`config.mk`:
```
export PLATFORM = sky130hd
export DESIGN_NAME = mem_access_unit
export DESIGN_NICKNAME = d
export VERILOG_FILES = /design/src/rtl/mem_pkg.sv /design/src/rtl/mem_lane_align.sv /design/src/rtl/mem_access_unit.sv
export SDC_FILE = /design/constraint.sdc
export NUM_CORES = 1
export LEC_CHECK = 0
export CORE_MARGIN = 2
export CORE_UTILIZATION = 45
export CTS_BUF_LIST = sky130_fd_sc_hd__clkbuf_8
export DETAILED_ROUTE_END_ITERATION = 10
export PLACE_DENSITY = 0.79
export SLEW_MARGIN = 25
export SYNTH_ARGS = -nofsm -noshare
export SYNTH_HDL_FRONTEND = slang
export SYNTH_HIERARCHICAL = 1
export SYNTH_SLANG_ARGS = --single-unit
```
`constraint.sdc`:
```
create_clock -name clk -period 2.8 [get_ports clk]
set_input_delay 0.84 -clock clk [delete_from_list [all_inputs] [get_ports clk]]
set_output_delay 0.84 -clock clk [all_outputs]
set_load 0.02 [all_outputs]
```
`src/rtl/mem_pkg.sv`:
```
// Shared definitions for the memory access unit: size codes, FSM states, alignment helper.
package mem_pkg;

  localparam logic [1:0] SZ_BYTE    = 2'b00;
  localparam logic [1:0] SZ_HALF    = 2'b01;
  localparam logic [1:0] SZ_WORD    = 2'b10;
  localparam logic [1:0] SZ_ILLEGAL = 2'b11;

  typedef enum logic [2:0] {
    ST_IDLE = 3'd0,
    ST_RD   = 3'd1,
    ST_RDW  = 3'd2,
    ST_WR   = 3'd3,
    ST_DONE = 3'd4
  } state_t;

  // Only the byte offset matters for alignment; range and illegal size are checked separately.
  function automatic logic addr_misaligned(input logic [1:0] size, input logic [1:0] addr);
    return ((size == SZ_HALF) && addr[0]) || ((size == SZ_WORD) && (addr != 2'b00));
  endfunction

endpackage

```
`src/rtl/mem_lane_align.sv`:
```
// Little-endian lane steering: extracts a right-aligned load value from a RAM word and
// merges right-aligned store data into it. Purely combinational, no handshake.
module mem_lane_align
  import mem_pkg::*;
(
  input  logic [31:0] word,
  input  logic [1:0]  offset,
  input  logic [1:0]  size,
  input  logic [31:0] wdata,
  output logic [31:0] load_val,
  output logic [31:0] merged
);

  logic [31:0] shifted;

  always_comb begin
    shifted  = word >> {offset, 3'b000};
    load_val = shifted;
    merged   = word;
    case (size)
      SZ_BYTE: begin
        load_val = {24'b0, shifted[7:0]};
        merged[{offset, 3'b000} +: 8] = wdata[7:0];
      end
      SZ_HALF: begin
        load_val = {16'b0, shifted[15:0]};
        merged[{offset[1], 4'b0000} +: 16] = wdata[15:0];
      end
      default: begin
        load_val = shifted;
        merged   = wdata;
      end
    endcase
  end

endmodule

```
`src/rtl/mem_access_unit.sv`:
```
// Byte/half/word load-store engine in front of a 1-cycle-latency word RAM; sub-word stores use
// read-modify-write. Done after 1 (error), 2 (word store), 3 (load) or 4 (sub-word store) cycles.
module mem_access_unit
  import mem_pkg::*;
#(
  parameter int ADDR_BITS = 12
) (
  input  logic                 clk,
  input  logic                 rst,
  input  logic                 req,
  input  logic                 we,
  input  logic [1:0]           size,
  input  logic [31:0]          addr,
  input  logic [31:0]          wdata,
  output logic                 busy,
  output logic                 done,
  output logic                 err,
  output logic [31:0]          rdata,
  output logic [ADDR_BITS-1:0] ram_addr,
  output logic                 ram_we,
  output logic [31:0]          ram_wdata,
  input  logic [31:0]          ram_q
);

  state_t               state, state_nxt;
  logic [ADDR_BITS+1:0] lat_addr;
  logic [1:0]           lat_size;
  logic                 lat_we;
  logic [31:0]          lat_wdata;
  logic                 lat_err;

  logic                 req_err;
  logic                 word_store;
  logic [31:0]          load_val;
  logic [31:0]          merged;

  assign req_err = (size == SZ_ILLEGAL) || addr_misaligned(size, addr[1:0])
                   || (|addr[31:ADDR_BITS+2]);
  assign word_store = we && (size == SZ_WORD);
  assign ram_addr   = lat_addr[ADDR_BITS+1:2];

  mem_lane_align u_lane_align (
    .word     (ram_q),
    .offset   (lat_addr[1:0]),
    .size     (lat_size),
    .wdata    (lat_wdata),
    .load_val (load_val),
    .merged   (merged)
  );

  always_ff @(posedge clk or negedge rst) begin
    if (!rst) state <= ST_IDLE;
    else      state <= state_nxt;
  end

  always_comb begin
    state_nxt = ST_IDLE;
    busy      = 1'b1;
    done      = 1'b0;
    err       = 1'b0;
    ram_we    = 1'b0;
    case (state)
      ST_IDLE: begin
        busy = 1'b0;
        if (!req)           state_nxt = ST_IDLE;
        else if (req_err)   state_nxt = ST_DONE;
        else if (word_store) state_nxt = ST_WR;
        else                state_nxt = ST_RD;
      end
      ST_RD:   state_nxt = ST_RDW;
      ST_RDW:  state_nxt = lat_we ? ST_WR : ST_DONE;
      ST_WR: begin
        ram_we    = 1'b1;
        state_nxt = ST_DONE;
      end
      ST_DONE: begin
        done      = 1'b1;
        err       = lat_err;
        state_nxt = ST_IDLE;
      end
      default: begin
        busy      = 1'b0;
        state_nxt = ST_IDLE;
      end
    endcase
  end

  always_ff @(posedge clk or negedge rst) begin
    if (!rst) begin
      lat_addr  <= '0;
      lat_size  <= '0;
      lat_we    <= 1'b0;
      lat_wdata <= '0;
      lat_err   <= 1'b0;
      rdata     <= '0;
      ram_wdata <= '0;
    end else begin
      if (state == ST_IDLE && req) begin
        lat_addr  <= addr[ADDR_BITS+1:0];
        lat_size  <= size;
        lat_we    <= we;
        lat_wdata <= wdata;
        lat_err   <= req_err;
        // Word stores skip the read, so the write word is staged straight away.
        if (!req_err && word_store) ram_wdata <= wdata;
      end
      if (state == ST_RDW) begin
        if (lat_we) ram_wdata <= merged;
        else        rdata     <= load_val;
      end
    end
  end

endmodule

```
==> results of run 1 <==
[flip-flops by register name, summed over array words and instances (netlist names)]
signal / cells
lat_wdata: 32
ram_wdata: 32
rdata: 32
lat_addr: 14
state: 3
lat_size: 2
lat_err: 1
lat_we: 1
[worst max-delay path: cells and delay by family (launching register included)]
kind          cells  cell delay, ps
simple gates      1             210
buf+inv           2             770
flops             1             400
[final timing paths]
path,from,to,slack [ps],cells past startpoint
max,state[2]$_DFF_PN0_,ram_we,130,3
min,rst,lat_addr[10]$_DFFE_PN0P_,360,1
max reg2reg,lat_addr[1]$_DFFE_PN0P_,ram_wdata[19]$_DFF_PN0_,500,7
min reg2reg,lat_addr[9]$_DFFE_PN0P_,lat_addr[9]$_DFFE_PN0P_,480,2
max in group asynchronous,rst,ram_wdata[5]$_DFF_PN0_,1810,2
min in group clk,lat_addr[9]$_DFFE_PN0P_,lat_addr[9]$_DFFE_PN0P_,480,2
[what timing repair did]
item                                    4_1_cts  5_1_grt
gates resized for setup                       3        1
cloned                                        0        0
setup buffers                                 0        0
endpoints found under the setup margin        2        1
[area by class of cell]
type / count / area [um^2] / area share (%)
repair buffers: 193 / 1960 / 22.2
multi-input cells: 467 / 3160 / 35.8
flip-flops and latches: 117 / 2930 / 33.2
well taps: 180 / 225 / 2.55
inverters: 20 / 75.1 / 0.850
clock buffers: 20 / 275 / 3.12
clock inverters: 12 / 200 / 2.27
[cells in the mapped netlist (9+ instances only)]
master and n:
nand2_1 168, dfrtp_1 117, and2_1 40, mux2_2 35, a221o_1 32, mux2i_1 25, clkbuf_1 20, inv_1 19
nor2_1 18, a21oi_1 17, a22o_1 17, buf_4 15, buf_2 14, o21ai_0 13, a211o_1 9, a211oi_1 9
[metal layers]
layer  vias up  global-route usage, %  wire [um]
met3        43                   7.51       1870
met1      2849                   36.4       8350
li1       2634                      -          -
met5         -                      0          0
met2       297                   43.0       9420
met4         0                   9.30        472
[power by group through the flow]
stage	registers, mW	clock network, mW	logic (mW)
floorplan	1.87	0	0.616
global placement	1.91	0	0.955
detailed placement	1.91	0	0.976
CTS	1.88	1.88	0.981
global route	1.89	1.96	1.08
finish	1.89	1.86	0.992
[cells by family after synthesis]
| logic type | count (synthesis) | share of synthesized area, % |
|---|---|---|
| adder cells (fa/ha/maj) | 5 | 0.967 |
| buffers and inverters | 78 | 6.13 |
| AO/OA/AOI/OAI | 115 | 14.4 |
| multiplexers | 64 | 11.4 |
| AND/OR/NAND/NOR | 282 | 21.7 |
| flip-flops | 117 | 45.3 |
| XOR/XNOR | 1 | 0.135 |
[metrics by stage]
stage | hold WS (ps) | cells
finish | 359 | 1009
global route | 380 | 1009
CTS | 351 | 1009
detailed placement | 471 | 977
global placement | 459 | 977
floorplan | 446 | 662
==> metrics.txt, run 1 <==
# TYPE chip_impl_metric gauge
chip_impl_metric{name="flow.area_growth_from_synthesis",unit="%"} 36.5
chip_impl_metric{name="placement.cell_area",unit="mm^2"} 0.00834
chip_impl_metric{name="worst_slew_margin_relative_to_its_limit",unit="%"} 28.8
chip_impl_metric{name="rows",unit=""} 43
chip_impl_info{name="clock_tree_from_tritoncts",value="yes"} 1
chip_impl_metric{name="grt_overflow_total",unit=""} 0
chip_impl_metric{name="tot_pwr",unit="mW"} 4.74
chip_impl_metric{name="synthDistinctLibCells",unit=""} 44
chip_impl_info{name="yosys.area.top_type",value="dfrtp_1"} 1
chip_impl_metric{name="route.detailed.wl_per_inst",unit="um"} 19.9
chip_impl_metric{name="num_io_pins",unit=""} 182
chip_impl_info{name="cts_root_buffer",value="clkbuf_8"} 1
chip_impl_info{name="grt_setup_unrepaired",value="no"} 1
chip_impl_metric{name="finalWorstSetupSlack",unit="ps"} 132
chip_impl_metric{name="finish.utilization",unit="%"} 63.3
chip_impl_metric{name="via_count_of_the_first_global_routing_pass",unit=""} 5858
chip_impl_metric{name="synth_edf_count",unit=""} 0
chip_impl_metric{name="grt_usage",unit="%"} 27.3
chip_impl_metric{name="clock_path_buffers",unit=""} 2
chip_impl_info{name="worst_hold_path_type",value="in -> async"} 1
chip_impl_metric{name="hold_viol",unit=""} 0
chip_impl_metric{name="antenna_left",unit=""} 0
chip_impl_metric{name="insertion_delay",unit="ps"} 460
chip_impl_metric{name="timing.fmax",unit="MHz"} 375
chip_impl_metric{name="antenna_violations_before_repair",unit=""} 0
chip_impl_metric{name="post_route_cells_drive_above_1_share",unit="%"} 12.4
chip_impl_metric{name="synth-warning-count",unit=""} 6
chip_impl_metric{name="pre_cts_slack",unit="ps"} -89.8
chip_impl_metric{name="drv_cap",unit=""} 0
chip_impl_metric{name="comb_power_share",unit="%"} 21.0
chip_impl_metric{name="power.share.clock",unit="%"} 39.2
chip_impl_metric{name="grt_first_pass_wirelength",unit="um"} 31400
chip_impl_metric{name="number_of_antenna_diodes",unit=""} 0
chip_impl_info{name="most-common-layout-cells",value="clkdlybuf4s50_1 (178), nand2_1 (168), dfrtp_1 (115)"} 1
chip_impl_metric{name="detail_route.vias_per_cell",unit=""} 5.77
chip_impl_metric{name="report.final.slew_viol_count",unit=""} 0
chip_impl_metric{name="netlist_area",unit="mm^2"} 0.00647
chip_impl_metric{name="power_per_cell_area",unit="mW/mm^2"} 536
chip_impl_metric{name="die-area",unit="mm^2"} 0.0153
chip_impl_info{name="criticalPathCategory",value="reg -> out"} 1
chip_impl_metric{name="crit_path_max_fanout",unit=""} 6
chip_impl_metric{name="ctsHoldBuffers",unit=""} 0
chip_impl_metric{name="gp_congestion",unit=""} 0.913
chip_impl_metric{name="drt_first_iter_violations",unit=""} 589
chip_impl_metric{name="fin_crit_sh",unit="%"} 95.3
chip_impl_metric{name="die_x",unit="um"} 124
chip_impl_metric{name="dpl.hpwl",unit="um"} 14500
chip_impl_metric{name="final_design_area_no_fill",unit="mm^2"} 0.00883
chip_impl_metric{name="synth.net_count",unit=""} 769
chip_impl_metric{name="internal_power",unit="mW"} 3.37
chip_impl_metric{name="total_leakage_power",unit="nW"} 4.08
chip_impl_metric{name="drc",unit=""} 0
chip_impl_metric{name="clock_skew",unit="ps"} 10.9
chip_impl_metric{name="yosys_register_bits",unit=""} 117
chip_impl_metric{name="route.final.wire_length",unit="um"} 20100
chip_impl_metric{name="dr.pass1.iters",unit=""} 5
chip_impl_metric{name="seq_power_share",unit="%"} 39.8
chip_impl_info{name="critical-path-slowest-cell",value="clkdlybuf4s50_1"} 1
chip_impl_metric{name="h-tree-depth",unit=""} 4
chip_impl_metric{name="ir_drop",unit="mV"} 0.306
chip_impl_metric{name="port_buffers",unit=""} 181
chip_impl_metric{name="timing.final.setup_violations",unit=""} 0
chip_impl_info{name="outcome",value="completed"} 1
chip_impl_info{name="synth.top_cells.by_area",value="dfrtp_1 (45%), nand2_1 (9.8%), mux2_2 (6.1%)"} 1
chip_impl_metric{name="arrival",unit="ps"} 1830
chip_impl_metric{name="power.share.switching",unit="%"} 28.8
chip_impl_metric{name="maximum_number_of_pins_on_one_net_before_global_route_repair",unit=""} 51
chip_impl_metric{name="syn_area_per_cell",unit="um^2"} 9.77
chip_impl_metric{name="final.min_clock_period",unit="ps"} 2670
chip_impl_metric{name="height_of_the_die",unit="um"} 124
chip_impl_metric{name="net-switching-power",unit="mW"} 1.37
chip_impl_metric{name="num-nets-final",unit=""} 923
chip_impl_metric{name="crit_required",unit="ps"} 1960
chip_impl_metric{name="clkSlewWorstSetupHoldPaths",unit="ps"} 70
chip_impl_metric{name="asyncSetResetFlopFracSynth",unit="%"} 100
chip_impl_info{name="layout_commonest_cell",value="clkdlybuf4s50_1"} 1
chip_impl_metric{name="fillCellCount",unit=""} 1114
chip_impl_metric{name="numClockSinks",unit=""} 117
chip_impl_metric{name="tightest_slew",unit="ps"} 1060
chip_impl_metric{name="syn_inst",unit=""} 662
chip_impl_info{name="critPathCaptureType",value="output pin"} 1
chip_impl_metric{name="synth_top_area_share",unit="%"} 45.3
chip_impl_metric{name="yosysSeqAreaShare",unit="%"} 45.3
chip_impl_metric{name="floorplan.core_area",unit="mm^2"} 0.0139
chip_impl_metric{name="routed-via-count",unit=""} 5823
chip_impl_metric{name="floorplan.initialDensity",unit="%"} 46.4
chip_impl_info{name="timing.critical_path.cells",value="inv_2, and3_1, clkdlybuf4s50_1"} 1
chip_impl_info{name="startpoint_kind_of_the_worst_setup_timing_path",value="register"} 1
chip_impl_metric{name="cts-buffers-inserted",unit=""} 17
chip_impl_metric{name="slowest_stage_delay_cp",unit="ps"} 630
chip_impl_metric{name="fin_tns_setup",unit="ps"} 0
chip_impl_info{name="synth-main-ff-cell",value="dfrtp_1"} 1
(Power assumes the default switching activity.)
==> inputs of run 2 (changes only) <==
--- a/config.mk
+++ b/config.mk
@@ -6,10 +6,11 @@
 export NUM_CORES = 1
 export LEC_CHECK = 0
 export CORE_MARGIN = 2
-export CORE_UTILIZATION = 45
+export CORE_UTILIZATION = 66
 export CTS_BUF_LIST = sky130_fd_sc_hd__clkbuf_8
 export DETAILED_ROUTE_END_ITERATION = 10
-export PLACE_DENSITY = 0.79
+export DONT_BUFFER_PORTS = 1
+export PLACE_DENSITY = 0.78
 export SLEW_MARGIN = 25
 export SYNTH_ARGS = -nofsm -noshare
 export SYNTH_HDL_FRONTEND = slang
==> constraint.sdc (replaced) <==
create_clock -name clk -period 2.55 [get_ports clk]
set_input_delay 0.765 -clock clk [delete_from_list [all_inputs] [get_ports clk]]
set_output_delay 0.765 -clock clk [all_outputs]
set_load 0.02 [all_outputs]
==> metrics.txt, run 2 (synthesized netlist as in run 1, its figures left out) <==
# TYPE chip_impl_metric gauge
chip_impl_metric{name="cts_repair_resize_count",unit=""} 0
chip_impl_metric{name="die_x",unit="um"} 103
chip_impl_metric{name="h-tree-depth",unit=""} 4
chip_impl_metric{name="number_of_antenna_diodes",unit=""} 0
chip_impl_metric{name="crit_path_max_fanout",unit=""} 6
chip_impl_metric{name="timing.final.setup_violations",unit=""} 0
chip_impl_metric{name="power_per_cell_area",unit="mW/mm^2"} 695
chip_impl_metric{name="arrival",unit="ps"} 1550
chip_impl_metric{name="final.min_clock_period",unit="ps"} 2320
chip_impl_metric{name="via_count_of_the_first_global_routing_pass",unit=""} 5122
chip_impl_info{name="most-common-layout-cells",value="nand2_1 (168), dfrtp_1 (116), and2_1 (40)"} 1
chip_impl_info{name="critPathCaptureType",value="output pin"} 1
chip_impl_metric{name="report.final.slew_viol_count",unit=""} 0
chip_impl_metric{name="routed-via-count",unit=""} 5252
chip_impl_metric{name="fin_tns_setup",unit="ps"} 0
chip_impl_info{name="worst_hold_path_type",value="in -> async"} 1
chip_impl_metric{name="clkSlewWorstSetupHoldPaths",unit="ps"} 70
chip_impl_metric{name="cts-buffers-inserted",unit=""} 17
chip_impl_metric{name="register_to_register_path_setup_slack",unit="ps"} 290
chip_impl_metric{name="total_leakage_power",unit="nW"} 3.41
chip_impl_metric{name="finalWorstSetupSlack",unit="ps"} 231
chip_impl_metric{name="grt_usage",unit="%"} 35.3
chip_impl_info{name="outcome",value="completed"} 1
chip_impl_metric{name="num_io_pins",unit=""} 182
chip_impl_metric{name="dpl.hpwl",unit="um"} 12900
chip_impl_metric{name="drt_first_iter_violations",unit=""} 529
chip_impl_metric{name="grt_first_pass_wirelength",unit="um"} 27800
chip_impl_metric{name="clock_skew",unit="ps"} 8.13
chip_impl_metric{name="ir_drop",unit="mV"} 0.366
chip_impl_metric{name="multi_input_comb_area",unit="mm^2"} 0.00316
chip_impl_metric{name="port_buffers",unit=""} 0
chip_impl_metric{name="insertion_delay",unit="ps"} 440
chip_impl_metric{name="detail_route.vias_per_cell",unit=""} 6.66
chip_impl_metric{name="numClockSinks",unit=""} 117
chip_impl_metric{name="route.final.wire_length",unit="um"} 19000
chip_impl_metric{name="gp_congestion",unit=""} 1.01
chip_impl_metric{name="fillCellCount",unit=""} 711
chip_impl_metric{name="drv_cap",unit=""} 0
chip_impl_metric{name="flow.area_growth_from_synthesis",unit="%"} 8.32
chip_impl_metric{name="post_route_cells_drive_above_1_share",unit="%"} 16.8
chip_impl_metric{name="height_of_the_die",unit="um"} 103
chip_impl_info{name="cts_root_buffer",value="clkbuf_8"} 1
chip_impl_info{name="layout_commonest_cell",value="nand2_1"} 1
chip_impl_info{name="clock_tree_from_tritoncts",value="yes"} 1
chip_impl_metric{name="grt_overflow_total",unit=""} 0
chip_impl_metric{name="clock_path_buffers",unit=""} 2
chip_impl_metric{name="antenna_violations_before_repair",unit=""} 0
chip_impl_metric{name="pre_cts_slack",unit="ps"} 228
chip_impl_metric{name="floorplan.core_area",unit="mm^2"} 0.00964
chip_impl_metric{name="post_cts.repair.setup_buffers",unit=""} 0
chip_impl_metric{name="route.detailed.wl_per_inst",unit="um"} 24.1
chip_impl_info{name="criticalPathCategory",value="reg -> out"} 1
chip_impl_metric{name="tightest_slew",unit="ps"} 675
chip_impl_metric{name="fin_crit_sh",unit="%"} 90.9
chip_impl_metric{name="maximum_number_of_pins_on_one_net_before_global_route_repair",unit=""} 98
chip_impl_metric{name="drc",unit=""} 0
chip_impl_metric{name="hold_viol",unit=""} 0
chip_impl_info{name="grt_setup_unrepaired",value="no"} 1
chip_impl_metric{name="timing.fmax",unit="MHz"} 431
chip_impl_metric{name="floorplan.initialDensity",unit="%"} 67.1
chip_impl_metric{name="num-nets-final",unit=""} 750
chip_impl_info{name="reg.largest.list",value="lat_wdata x32, ram_wdata x32, rdata x32"} 1
chip_impl_metric{name="dr.pass1.iters",unit=""} 8
chip_impl_metric{name="worst_slew_margin_relative_to_its_limit",unit="%"} 54.9
chip_impl_metric{name="rows",unit=""} 36
chip_impl_metric{name="final-seq-area",unit="mm^2"} 0.00293
chip_impl_metric{name="antenna_left",unit=""} 0
chip_impl_metric{name="die-area",unit="mm^2"} 0.0106
chip_impl_metric{name="crit_required",unit="ps"} 1790
chip_impl_info{name="startpoint_kind_of_the_worst_setup_timing_path",value="register"} 1
run 2: power breakdown:
| part | switching [mW] | internal [mW] |
|---|---|---|
| combinational | 0.487 | 0.341 |
| clock | 0.828 | 1.10 |
| sequential | 0.155 | 1.96 |
| total | 1.47 | 3.40 |
run 2: layout make-up:
cell class,instances,area share [%]
Clock buffer,18,3.54
Sequential cell,117,41.8
Clock inverter,14,2.86
Timing Repair Buffer,20,3.25
Inverter,20,1.07
Tap cell,133,2.38
Multi-Input combinational cell,467,45.1
run 2: worst max-delay path: stages (launching register included):
cell and delay [ps]:
dfrtp_1 540, nor2_2 140, xnor2_1 430
run 2: path summary, 6_finish.rpt:
check,startpoint,end,cells past startpoint
min,rst,lat_wdata[17]$_DFFE_PN0P_,0
max,state[0]$_DFF_PN0_,busy,2
min reg2reg,lat_wdata[27]$_DFFE_PN0P_,lat_wdata[27]$_DFFE_PN0P_,2
min in group clk,wdata[27],lat_wdata[27]$_DFFE_PN0P_,2
max in group asynchronous,rst,rdata[9]$_DFFE_PN0P_,1
max reg2reg,lat_addr[0]$_DFFE_PN0P_,ram_wdata[31]$_DFF_PN0_,7
run 2: layer usage:
layer  track usage (%)  vias to the layer above  wire length (um)
li1                  -                     2283                 -
met1              47.0                     2550              7340
met2              53.3                      360              8660
met3              10.4                       59              2200
met4              16.3                        0               800
met5                 0                        -                 0
run 2: through the flow:
| step | power, mW | util [%] | instances | hold WS, ps | instance area (um^2) |
|---|---|---|---|---|---|
| global placement | 2.87 | 67.1 | 751 | 463 | 6470 |
| floorplan | 2.74 | - | 662 | 446 | 6470 |
| detailed placement | 2.89 | 67.1 | 751 | 467 | 6470 |
| finish | 4.87 | 72.7 | 789 | 18.9 | 7010 |
| CTS | 4.83 | 71.8 | 784 | 0.253 | 6930 |
| global route | 5.07 | 72.7 | 789 | 2.34 | 7010 |
run 2: what timing repair did:
action | CTS | global route
setup endpoints to repair | 0 | 0
hold buffers | 1 | 5
hold endpoints to repair | 21 | 32
==> inputs of run 3 (changes only) <==
--- a/config.mk
+++ b/config.mk
@@ -5,9 +5,11 @@
 export SDC_FILE = /design/constraint.sdc
 export NUM_CORES = 1
 export LEC_CHECK = 0
+export CORE_ASPECT_RATIO = 0.8
 export CORE_MARGIN = 2
 export CORE_UTILIZATION = 66
 export CTS_BUF_LIST = sky130_fd_sc_hd__clkbuf_8
+export CTS_CLUSTER_SIZE = 24
 export DETAILED_ROUTE_END_ITERATION = 10
 export DONT_BUFFER_PORTS = 1
 export PLACE_DENSITY = 0.78
==> metrics.txt, run 3 (synthesized netlist as in run 1, its figures left out) <==
# TYPE chip_impl_metric gauge
chip_impl_metric{name="dpl.hpwl",unit="um"} 12500
chip_impl_metric{name="tightest_slew",unit="ps"} 692
chip_impl_metric{name="drv_cap",unit=""} 0
chip_impl_metric{name="numClockSinks",unit=""} 117
chip_impl_metric{name="die_x",unit="um"} 115
chip_impl_info{name="clock_tree_from_tritoncts",value="yes"} 1
chip_impl_metric{name="clkSlewWorstSetupHoldPaths",unit="ps"} 70
chip_impl_metric{name="via_count_of_the_first_global_routing_pass",unit=""} 5056
chip_impl_info{name="startpoint_kind_of_the_worst_setup_timing_path",value="register"} 1
chip_impl_metric{name="crit_path_max_fanout",unit=""} 11
chip_impl_metric{name="floorplan.initialDensity",unit="%"} 67.6
chip_impl_metric{name="hold_viol",unit=""} 0
chip_impl_info{name="reg.largest.list",value="lat_wdata x32, ram_wdata x32, rdata x32"} 1
chip_impl_metric{name="final.min_clock_period",unit="ps"} 2400
chip_impl_metric{name="post_cts.repair.setup_buffers",unit=""} 0
chip_impl_metric{name="fin_crit_sh",unit="%"} 94.0
chip_impl_metric{name="arrival",unit="ps"} 2710
chip_impl_metric{name="antenna_violations_before_repair",unit=""} 0
chip_impl_metric{name="die-area",unit="mm^2"} 0.0106
chip_impl_metric{name="power.share.switching",unit="%"} 29.1
chip_impl_info{name="most-common-layout-cells",value="nand2_1 (168), dfrtp_1 (116), and2_1 (40)"} 1
chip_impl_metric{name="grt_usage",unit="%"} 34.5
chip_impl_metric{name="insertion_delay",unit="ps"} 440
chip_impl_metric{name="ff2ff_path_depth",unit=""} 7
chip_impl_info{name="grt_setup_unrepaired",value="no"} 1
chip_impl_metric{name="timing.final.setup_violations",unit=""} 0
chip_impl_metric{name="number_of_antenna_diodes",unit=""} 0
chip_impl_metric{name="post_route_cells_drive_above_1_share",unit="%"} 16.7
chip_impl_info{name="critPathCaptureType",value="register"} 1
chip_impl_metric{name="antenna_left",unit=""} 0
chip_impl_info{name="worst_hold_path_type",value="in -> async"} 1
chip_impl_info{name="outcome",value="completed"} 1
chip_impl_metric{name="grt_first_pass_wirelength",unit="um"} 27600
chip_impl_metric{name="flow.area_growth_from_synthesis",unit="%"} 8.24
chip_impl_info{name="criticalPathCategory",value="reg -> reg"} 1
chip_impl_metric{name="num-nets-final",unit=""} 753
chip_impl_metric{name="total_leakage_power",unit="nW"} 3.43
chip_impl_metric{name="internal_power",unit="mW"} 3.46
chip_impl_metric{name="ir_drop",unit="mV"} 0.460
chip_impl_metric{name="worst_slew_margin_relative_to_its_limit",unit="%"} 53.6
chip_impl_metric{name="drt_first_iter_violations",unit=""} 678
chip_impl_metric{name="finish.utilization",unit="%"} 73.2
chip_impl_metric{name="num_io_pins",unit=""} 182
chip_impl_info{name="worst_setup_path_endpoint",value="ram_wdata[5]$_DFF_PN0_"} 1
chip_impl_metric{name="power.share.clock",unit="%"} 40.4
chip_impl_metric{name="floorplan.core_area",unit="mm^2"} 0.00957
chip_impl_metric{name="route.detailed.wl_per_inst",unit="um"} 23.4
chip_impl_info{name="layout_commonest_cell",value="nand2_1"} 1
chip_impl_metric{name="seq_power_share",unit="%"} 43.3
chip_impl_info{name="crit_start",value="lat_addr[1]$_DFFE_PN0P_"} 1
chip_impl_metric{name="final_design_area_no_fill",unit="mm^2"} 0.00700
chip_impl_metric{name="timing.fmax",unit="MHz"} 417
chip_impl_metric{name="clock_path_buffers",unit=""} 2
chip_impl_metric{name="detail_route.vias_per_cell",unit=""} 6.69
chip_impl_metric{name="fin_tns_setup",unit="ps"} 0
chip_impl_metric{name="crit_required",unit="ps"} 2870
chip_impl_metric{name="rows",unit=""} 32
chip_impl_metric{name="report.final.slew_viol_count",unit=""} 0
chip_impl_metric{name="cts-buffers-inserted",unit=""} 17
chip_impl_metric{name="gp_congestion",unit=""} 0.935
chip_impl_metric{name="h-tree-depth",unit=""} 4
chip_impl_metric{name="routed-via-count",unit=""} 5207
chip_impl_metric{name="dr.pass1.iters",unit=""} 7
chip_impl_info{name="cts_root_buffer",value="clkbuf_8"} 1
chip_impl_metric{name="maximum_number_of_pins_on_one_net_before_global_route_repair",unit=""} 95
chip_impl_info{name="crit-reg2reg-launch",value="lat_addr[1]$_DFFE_PN0P_"} 1
chip_impl_metric{name="net-switching-power",unit="mW"} 1.42
chip_impl_metric{name="grt_overflow_total",unit=""} 0
chip_impl_metric{name="drc",unit=""} 0
chip_impl_metric{name="placement.cell_area",unit="mm^2"} 0.00645
chip_impl_metric{name="height_of_the_die",unit="um"} 92.5
chip_impl_metric{name="comb_power_share",unit="%"} 16.3
chip_impl_metric{name="clock_skew",unit="ps"} 12.0
chip_impl_info{name="critical_path.reg2reg.endpoint",value="ram_wdata[5]$_DFF_PN0_"} 1
chip_impl_metric{name="route.final.wire_length",unit="um"} 18200
chip_impl_metric{name="power_per_cell_area",unit="mW/mm^2"} 698
chip_impl_metric{name="port_buffers",unit=""} 0
chip_impl_metric{name="register_to_register_path_setup_slack",unit="ps"} 150
==> run 3: cell types whose count changed in the layout (fill, tap and decap cells not counted), moves of 2 or more <==
cell           delta
buf_12            -4
buf_4             +3
clkinvlp_4        -3
dlygate4sd3_1     +3
clkinv_2          +2
==> run 3: how the worst min path moves through the flow <==
stage	startpoint	end	cells past startpoint
after floorplan	lat_wdata[24]$_DFFE_PN0P_	lat_wdata[24]$_DFFE_PN0P_	2
after global placement	lat_wdata[31]$_DFFE_PN0P_	lat_wdata[31]$_DFFE_PN0P_	2
after detailed placement	lat_wdata[28]$_DFFE_PN0P_	lat_wdata[28]$_DFFE_PN0P_	2
after CTS	rst	rdata[17]$_DFFE_PN0P_	0
after global routing	rst	rdata[31]$_DFFE_PN0P_	0
final	rst	rdata[12]$_DFFE_PN0P_	0
==> run 3: area by class of cell <==
cell class	count	area (um^2)
repair buffers	23	228
inverters	20	75.1
well taps	119	149
clock buffers	17	234
multi-input cells	467	3160
clock inverters	15	226
flip-flops and latches	117	2930
fillers	682	2570
==> run 3: layer usage <==
layer	wire, um	vias up	part of all wire, %	GRT usage (%)
met1	7240	2548	40	48.0
met2	8150	330	45	50.6
met4	331	0	1.8	10.5
li1	-	2289	-	-
met3	2490	40	14	12.9
met5	0	-	0	0
==> run 3: metrics by stage <==
step	cells	total power [mW]	setup slack [ps]	hold slack (ps)
3_3_place_gp	739	2.85	240	465
3_5_place_dp	739	2.88	151	462
6_report	778	4.89	154	25.5
4_1_cts	773	4.86	187	2.52
5_1_grt	778	5.10	26.8	1.75
2_1_floorplan	662	2.74	18.6	446
==> run 3: power by group through the flow <==
stage / Combinational, mW / Sequential [mW] / Clock, mW
2_1_floorplan: 0.678 / 2.06 / 0
3_3_place_gp: 0.706 / 2.14 / 0
3_5_place_dp: 0.732 / 2.14 / 0
4_1_cts: 0.748 / 2.11 / 2.00
5_1_grt: 0.880 / 2.13 / 2.09
6_report: 0.797 / 2.12 / 1.97
==> run 3: repair_timing <==
action | 4_1_cts | 5_1_grt
endpoints found under the hold margin | 21 | 7
endpoints found under the setup margin | 0 | 0
hold buffers | 2 | 5
gates resized for setup | 0 | 0
==> run 3: worst max-delay path, stage by stage (launching register included) <==
cell     delay [ps]
dfrtp_2         420
inv_1           160
ha_1            530
nor4b_1         110
a211o_1         380
a22o_1          270
and2_1          150
a221o_1         260
